$ cat config.mk
export PLATFORM = sky130hd
export DESIGN_NAME = onehot_pin_decoder_flat
export DESIGN_NICKNAME = d
export VERILOG_FILES = /design/src/rtl/onehot_pin_decoder_if.sv /design/src/rtl/onehot_pin_decoder.sv /design/src/flat_wrapper.sv
export SDC_FILE = /design/constraint.sdc
export NUM_CORES = 1
export LEC_CHECK = 0
export ABC_AREA = 1
export CORE_MARGIN = 2
export CORE_UTILIZATION = 34
export DETAILED_ROUTE_END_ITERATION = 10
export DONT_BUFFER_PORTS = 1
export GPL_ROUTABILITY_DRIVEN = 0
export GPL_TIMING_DRIVEN = 0
export HOLD_SLACK_MARGIN = 0.05
export PLACE_DENSITY_LB_ADDON = 0.08
export REMOVE_ABC_BUFFERS = 1
export SLEW_MARGIN = 15
export SYNTH_ARGS = -nofsm -noshare
export SYNTH_HDL_FRONTEND = slang
export SYNTH_SLANG_ARGS = --single-unit
$ cat constraint.sdc
create_clock -name CLK -period 1.65 [get_ports CLK]
set_input_delay 0.4125 -clock CLK [delete_from_list [all_inputs] [get_ports CLK]]
set_output_delay 0.4125 -clock CLK [all_outputs]
set_load 0.02 [all_outputs]
$ cat src/rtl/onehot_pin_decoder_if.sv
// Pin vector and decoded position/status between the one-hot link receiver and its consumer.
interface onehot_pin_decoder_if;
   logic [3:0] PIN_IN;
   logic [1:0] NUM;
   logic       NUM_VALID;
   logic       IDLE;
   logic       ERR;
   logic       SEQ_ERR;

   modport master (output PIN_IN, input NUM, NUM_VALID, IDLE, ERR, SEQ_ERR);
   modport slave  (input PIN_IN, output NUM, NUM_VALID, IDLE, ERR, SEQ_ERR);
endinterface

$ cat src/rtl/onehot_pin_decoder.sv
// Receive end of the 4-pin one-hot position link: synchronise, debounce, decode to a 2-bit position.
// Define SEQ_CHECK_EN to flag one-hot positions that do not follow the previous one (mod 4).
module onehot_pin_decoder #(
   parameter int STABLE_CYCLES = 16,
   parameter int SYNC_STAGES   = 2,
   parameter int CNT_W         = 16
) (
   input logic                 CLK,
   input logic                 RST,
   onehot_pin_decoder_if.slave pins
);
   // IDLE and ERR are the state bits themselves, so they come straight from flops.
   typedef enum logic [1:0] {
      S_LOCK = 2'b00,
      S_IDLE = 2'b01,
      S_ERR  = 2'b10
   } state_t;

   localparam logic [CNT_W-1:0] CNT_MAX = CNT_W'(STABLE_CYCLES - 1);

   function automatic logic is_onehot(input logic [3:0] v);
      return (v != 4'b0000) && ((v & (v - 4'b0001)) == 4'b0000);
   endfunction

   function automatic logic [1:0] onehot_index(input logic [3:0] v);
      logic [1:0] idx;
      case (v)
         4'b0010: idx = 2'd1;
         4'b0100: idx = 2'd2;
         4'b1000: idx = 2'd3;
         default: idx = 2'd0;
      endcase
      return idx;
   endfunction

   logic [3:0]       sync_r [SYNC_STAGES];
   logic [3:0]       samp_s;
   logic [3:0]       prev_r;
   logic [CNT_W-1:0] cnt_r;
   logic [3:0]       acc_r;
   logic             stable_s;
   logic             accept_s;
   state_t           state_r;
   state_t           next_state_s;
   logic [1:0]       idx_s;
   logic [1:0]       num_r;
   logic             num_valid_r;

   assign samp_s   = sync_r[SYNC_STAGES-1];
   assign stable_s = (samp_s == prev_r) && (cnt_r == CNT_MAX);
   assign accept_s = stable_s && (samp_s != acc_r);

   // Input synchroniser chain.
   always_ff @(posedge CLK) begin
      if (RST) begin
         for (int i = 0; i < SYNC_STAGES; i++) begin
            sync_r[i] <= 4'b0000;
         end
      end else begin
         sync_r[0] <= pins.PIN_IN;
         for (int i = 1; i < SYNC_STAGES; i++) begin
            sync_r[i] <= sync_r[i-1];
         end
      end
   end

   // Debounce: count consecutive identical samples, saturating so it never wraps.
   always_ff @(posedge CLK) begin
      if (RST) begin
         prev_r <= 4'b0000;
         cnt_r  <= '0;
      end else begin
         prev_r <= samp_s;
         if (samp_s != prev_r) begin
            cnt_r <= '0;
         end else if (cnt_r != CNT_MAX) begin
            cnt_r <= cnt_r + CNT_W'(1);
         end else begin
            cnt_r <= cnt_r;
         end
      end
   end

   // Classify the synchronised vector into the state it would select.
   always_comb begin
      next_state_s = state_r;
      idx_s        = onehot_index(samp_s);
      if (samp_s == 4'b0000) begin
         next_state_s = S_IDLE;
      end else if (is_onehot(samp_s)) begin
         next_state_s = S_LOCK;
      end else begin
         next_state_s = S_ERR;
      end
   end

   // Position FSM; only an accepted vector moves it.
   always_ff @(posedge CLK) begin
      if (RST) begin
         state_r     <= S_IDLE;
         acc_r       <= 4'b0000;
         num_r       <= 2'd0;
         num_valid_r <= 1'b0;
      end else if (accept_s) begin
         acc_r   <= samp_s;
         state_r <= next_state_s;
         case (next_state_s)
            S_LOCK: begin
               num_r       <= idx_s;
               num_valid_r <= 1'b1;
            end
            S_IDLE, S_ERR: begin
               num_r       <= num_r;
               num_valid_r <= 1'b0;
            end
            default: begin
               num_r       <= num_r;
               num_valid_r <= 1'b0;
            end
         endcase
      end else begin
         num_valid_r <= 1'b0;
      end
   end

   assign pins.NUM       = num_r;
   assign pins.NUM_VALID = num_valid_r;
   assign pins.IDLE      = state_r[0];
   assign pins.ERR       = state_r[1];

`ifdef SEQ_CHECK_EN
   logic [1:0] last_num_r;
   logic       seq_v_r;
   logic       seq_err_r;

   // Sequence tracker; a multi-hot accept leaves the history untouched.
   always_ff @(posedge CLK) begin
      if (RST) begin
         last_num_r <= 2'd0;
         seq_v_r    <= 1'b0;
         seq_err_r  <= 1'b0;
      end else if (accept_s) begin
         case (next_state_s)
            S_IDLE: begin
               last_num_r <= 2'd0;
               seq_v_r    <= 1'b0;
               seq_err_r  <= 1'b0;
            end
            S_LOCK: begin
               seq_err_r  <= seq_v_r && (idx_s != (last_num_r + 2'd1));
               last_num_r <= idx_s;
               seq_v_r    <= 1'b1;
            end
            default: begin
               last_num_r <= last_num_r;
               seq_v_r    <= seq_v_r;
               seq_err_r  <= 1'b0;
            end
         endcase
      end else begin
         seq_err_r <= 1'b0;
      end
   end

   assign pins.SEQ_ERR = seq_err_r;
`else
   assign pins.SEQ_ERR = 1'b0;
`endif
endmodule

$ cat src/flat_wrapper.sv
// flat-port wrapper written by rule: the top's interface ports become plain ports
module onehot_pin_decoder_flat 
#(
   parameter int STABLE_CYCLES = 16,
   parameter int SYNC_STAGES   = 2,
   parameter int CNT_W         = 16
)
  (CLK, RST, pins_PIN_IN, pins_NUM, pins_NUM_VALID, pins_IDLE, pins_ERR, pins_SEQ_ERR);
  onehot_pin_decoder_if pins_i ();
  input logic CLK;
  input logic RST;
  input wire logic [$bits(pins_i.PIN_IN)-1:0] pins_PIN_IN;
  output wire logic [$bits(pins_i.NUM)-1:0] pins_NUM;
  output wire logic [$bits(pins_i.NUM_VALID)-1:0] pins_NUM_VALID;
  output wire logic [$bits(pins_i.IDLE)-1:0] pins_IDLE;
  output wire logic [$bits(pins_i.ERR)-1:0] pins_ERR;
  output wire logic [$bits(pins_i.SEQ_ERR)-1:0] pins_SEQ_ERR;
  assign pins_i.PIN_IN = pins_PIN_IN;
  assign pins_NUM = pins_i.NUM;
  assign pins_NUM_VALID = pins_i.NUM_VALID;
  assign pins_IDLE = pins_i.IDLE;
  assign pins_ERR = pins_i.ERR;
  assign pins_SEQ_ERR = pins_i.SEQ_ERR;
  onehot_pin_decoder #(.STABLE_CYCLES(STABLE_CYCLES), .SYNC_STAGES(SYNC_STAGES), .CNT_W(CNT_W)) u_core (.CLK(CLK), .RST(RST), .pins(pins_i));
endmodule
==> impl_metrics.tcl <==
set metrics [dict create \
    status "complete, no violations" \
    fmax_mhz 643 \
    synth_top_family_by_area "simple AND/OR/NAND/NOR gates" \
    holdBufCountCts 0 \
    die_y_microns 75.6 \
    clk_latency_ns 0.28 \
    routed_wl_microns 3400 \
    cellLeakagePower_uw 0.000737 \
    synth_compound_area_share_pct 7.47 \
    finalCritPeriodShare_pct 94.2 \
    syn_to_final_growth_pct 10.8 \
    layout.nets 265 \
    grt_util_all_layers_pct 13.9 \
    setup_viol 0 \
    core.rowCount 26 \
    netlist_instances 252 \
    peakVddDrop_uv 418 \
    cts_max_level 2 \
    synth.area.mux_share_pct 0 \
    grt_pass1_vias 1340 \
    cap_violations 0 \
    dieArea_sq_um 5710 \
    required_ns 1.82 \
    ys_types 27 \
    yosysWarnings 0 \
    finish.utilization_pct 38.5 \
    core_sq_um 5010 \
    cellPowerDensity_nw_per_um2 830 \
    route.detailed.drc 0 \
    io_pins 12 \
    grt_max_degree 17 \
    drive_gt1_share_pct 14.0 \
    grt_setup_unrepaired "yes" \
    dieWidth_microns 75.6 \
    finalCriticalPeriod_ns 1.55 \
    drtAntennaViolNets 0 \
    arrival_ns 1.73 \
    hold_viol 0 \
    clkTransAtPathRegs_ns 0.07 \
    grt_pass1_wl_microns 6020 \
    synth_ff_type "dfxtp_1" \
    cts_tree "built" \
    cts.path.max_buffers 2 \
    path_max_fanout 5 \
    antenna_found_initial 0 \
    setup.worst_path.start_class "register" \
    layout_common_cells "nand2_1, nor2_1, inv_1" \
    viasPerCell 4.35 \
    drtIter0Drc 50 \
    cts.sinks 37 \
    port_buffers 0 \
    start_util_pct 34.8 \
    detail_route.wl_per_cell_microns 10.4 \
    overflow 0 \
    worst-setup-path-type "reg -> reg" \
    ys_seq_area_share_pct 42.5 \
    synth-simple-area-share_pct 36.6 \
    holdPathStages 1 \
    syn-cell-area_sq_um 1740 \
    synth_seq_cells 37 \
    antennaDiodeCount 0 \
    syn-mean-instance-area_sq_um 6.91 \
    layout_commonest_cell "nand2_1" \
    async_flop_share_pct 0 \
    p_total_uw 1600 \
    hold_path_class "in -> reg" \
    synth_edf_count 0 \
    maxSlewViolCount 0 \
    end_kind "register" \
    synth-xor-area-share_pct 2.01 \
    cts_root_buffer "clkbuf_8" \
    firstDrtPassIters 4 \
    reg2regPathDepth 8 \
    synthAdderAreaFrac_pct 0.718 \
    post-dp-hpwl_microns 2490 \
    finalClockSkew_ns 0.00620 \
    cts_buffers 5 \
    vias 1422 \
]
## per-stage QoR
stage          worst slack [ns]  setup TNS [ns]  cells  hold slack, ns  area [sq um]
2_1_floorplan             0.188               0    249           0.388          1730
3_3_place_gp             -0.193           -1.60    319           0.394          1810
3_5_place_dp             -0.162           -1.24    319           0.395          1810
4_1_cts                 0.00212               0    327           0.180          1920
5_1_grt                 -0.0669          -0.364    327           0.176          1930
6_report                 0.0955               0    327           0.193          1930
## metal layers
layer	vias up	GRT usage, %	part of all wire [%]	wire, microns
met5	-	0	0	0
met4	0	4.68	1.5	51
met3	6	4.10	3.2	107
met2	17	22.8	45	1540
met1	611	17.5	50	1690
li1	788	-	-	-
## report_power, final
part	total [uW]	internal [uW]	switching [uW]
sequential	925	910	15.7
combinational	99.2	34.7	64.5
clock	578	278	300
total	1600	1220	380
## cells in the mapped netlist, types with 2 or more instances
| cell type | count | area share, % |
|---|---|---|
| a21oi_1 | 12 | 3.4 |
| dfxtp_1 | 37 | 43 |
| inv_1 | 39 | 8.4 |
| inv_2 | 4 | 0.86 |
| nand2_1 | 53 | 11 |
| nand2_2 | 6 | 2.2 |
| nand3_1 | 9 | 2.6 |
| nand3_2 | 2 | 1.1 |
| nand4_1 | 8 | 2.9 |
| nor2_1 | 41 | 8.8 |
| nor2_4 | 5 | 3.2 |
| nor3_1 | 5 | 1.4 |
| nor4_1 | 3 | 1.1 |
| o21ai_0 | 11 | 3.2 |
| or2_2 | 3 | 1.1 |
| xnor2_1 | 2 | 1.0 |
| xor2_1 | 2 | 1.0 |
## worst max-delay path, cell delays in order (launching register included)
cell and delay (ns):
dfxtp_2 0.38, ha_4 0.18, nand3_2 0.14, nor2_2 0.13
nand2_1 0.11, nor2_4 0.15, nand2_2 0.10, o21ai_0 0.18
nor2_1 0.05
## flip-flops by register name, indices dropped and copies added (netlist names)
register               cells
u_core.prev_r              4
u_core.pins.NUM_VALID      1
u_core.sync_r              8
u_core.pins.NUM            2
u_core.cnt_r              16
u_core.state_r             2
u_core.acc_r               4
## layout make-up
class | instances | area [sq um]
clock buffers | 5 | 68.8
clock inverters | 1 | 5.00
fillers | 570 | 3080
inverters | 44 | 166
multi-input cells | 168 | 845
flip-flops and latches | 37 | 743
well taps | 70 | 87.6
repair buffers | 2 | 15.0
## kinds of logic (layout without fill, tap and decap cells)
logic type / after synthesis / count (layout)
DFF: 37 / 37
xor gates and xnor gates: 4 / 4
adders and majority gates: 1 / 1
buffers and inverters: 47 / 52
and+or+nand+nor: 137 / 137
other: 1 / 1
AOI/OAI and AO/OA: 25 / 25
## timing repair
item                       4_1_cts  5_1_grt
pin swaps                        1        0
resized for setup                3        5
setup endpoints to repair       23       19
buffers inserted                 2        0
## worst paths after layout
kind	from	to	slack [ns]
hold / removal	RST	u_core.sync_r[0][7]	0.19
setup / recovery	u_core.cnt_r[0]	u_core.acc_r[1]	0.1
hold reg to reg	u_core.sync_r[0][0]	u_core.sync_r[0][4]	0.40
setup reg to reg	u_core.cnt_r[0]	u_core.acc_r[1]	0.1
(Power assumes the default switching activity.)
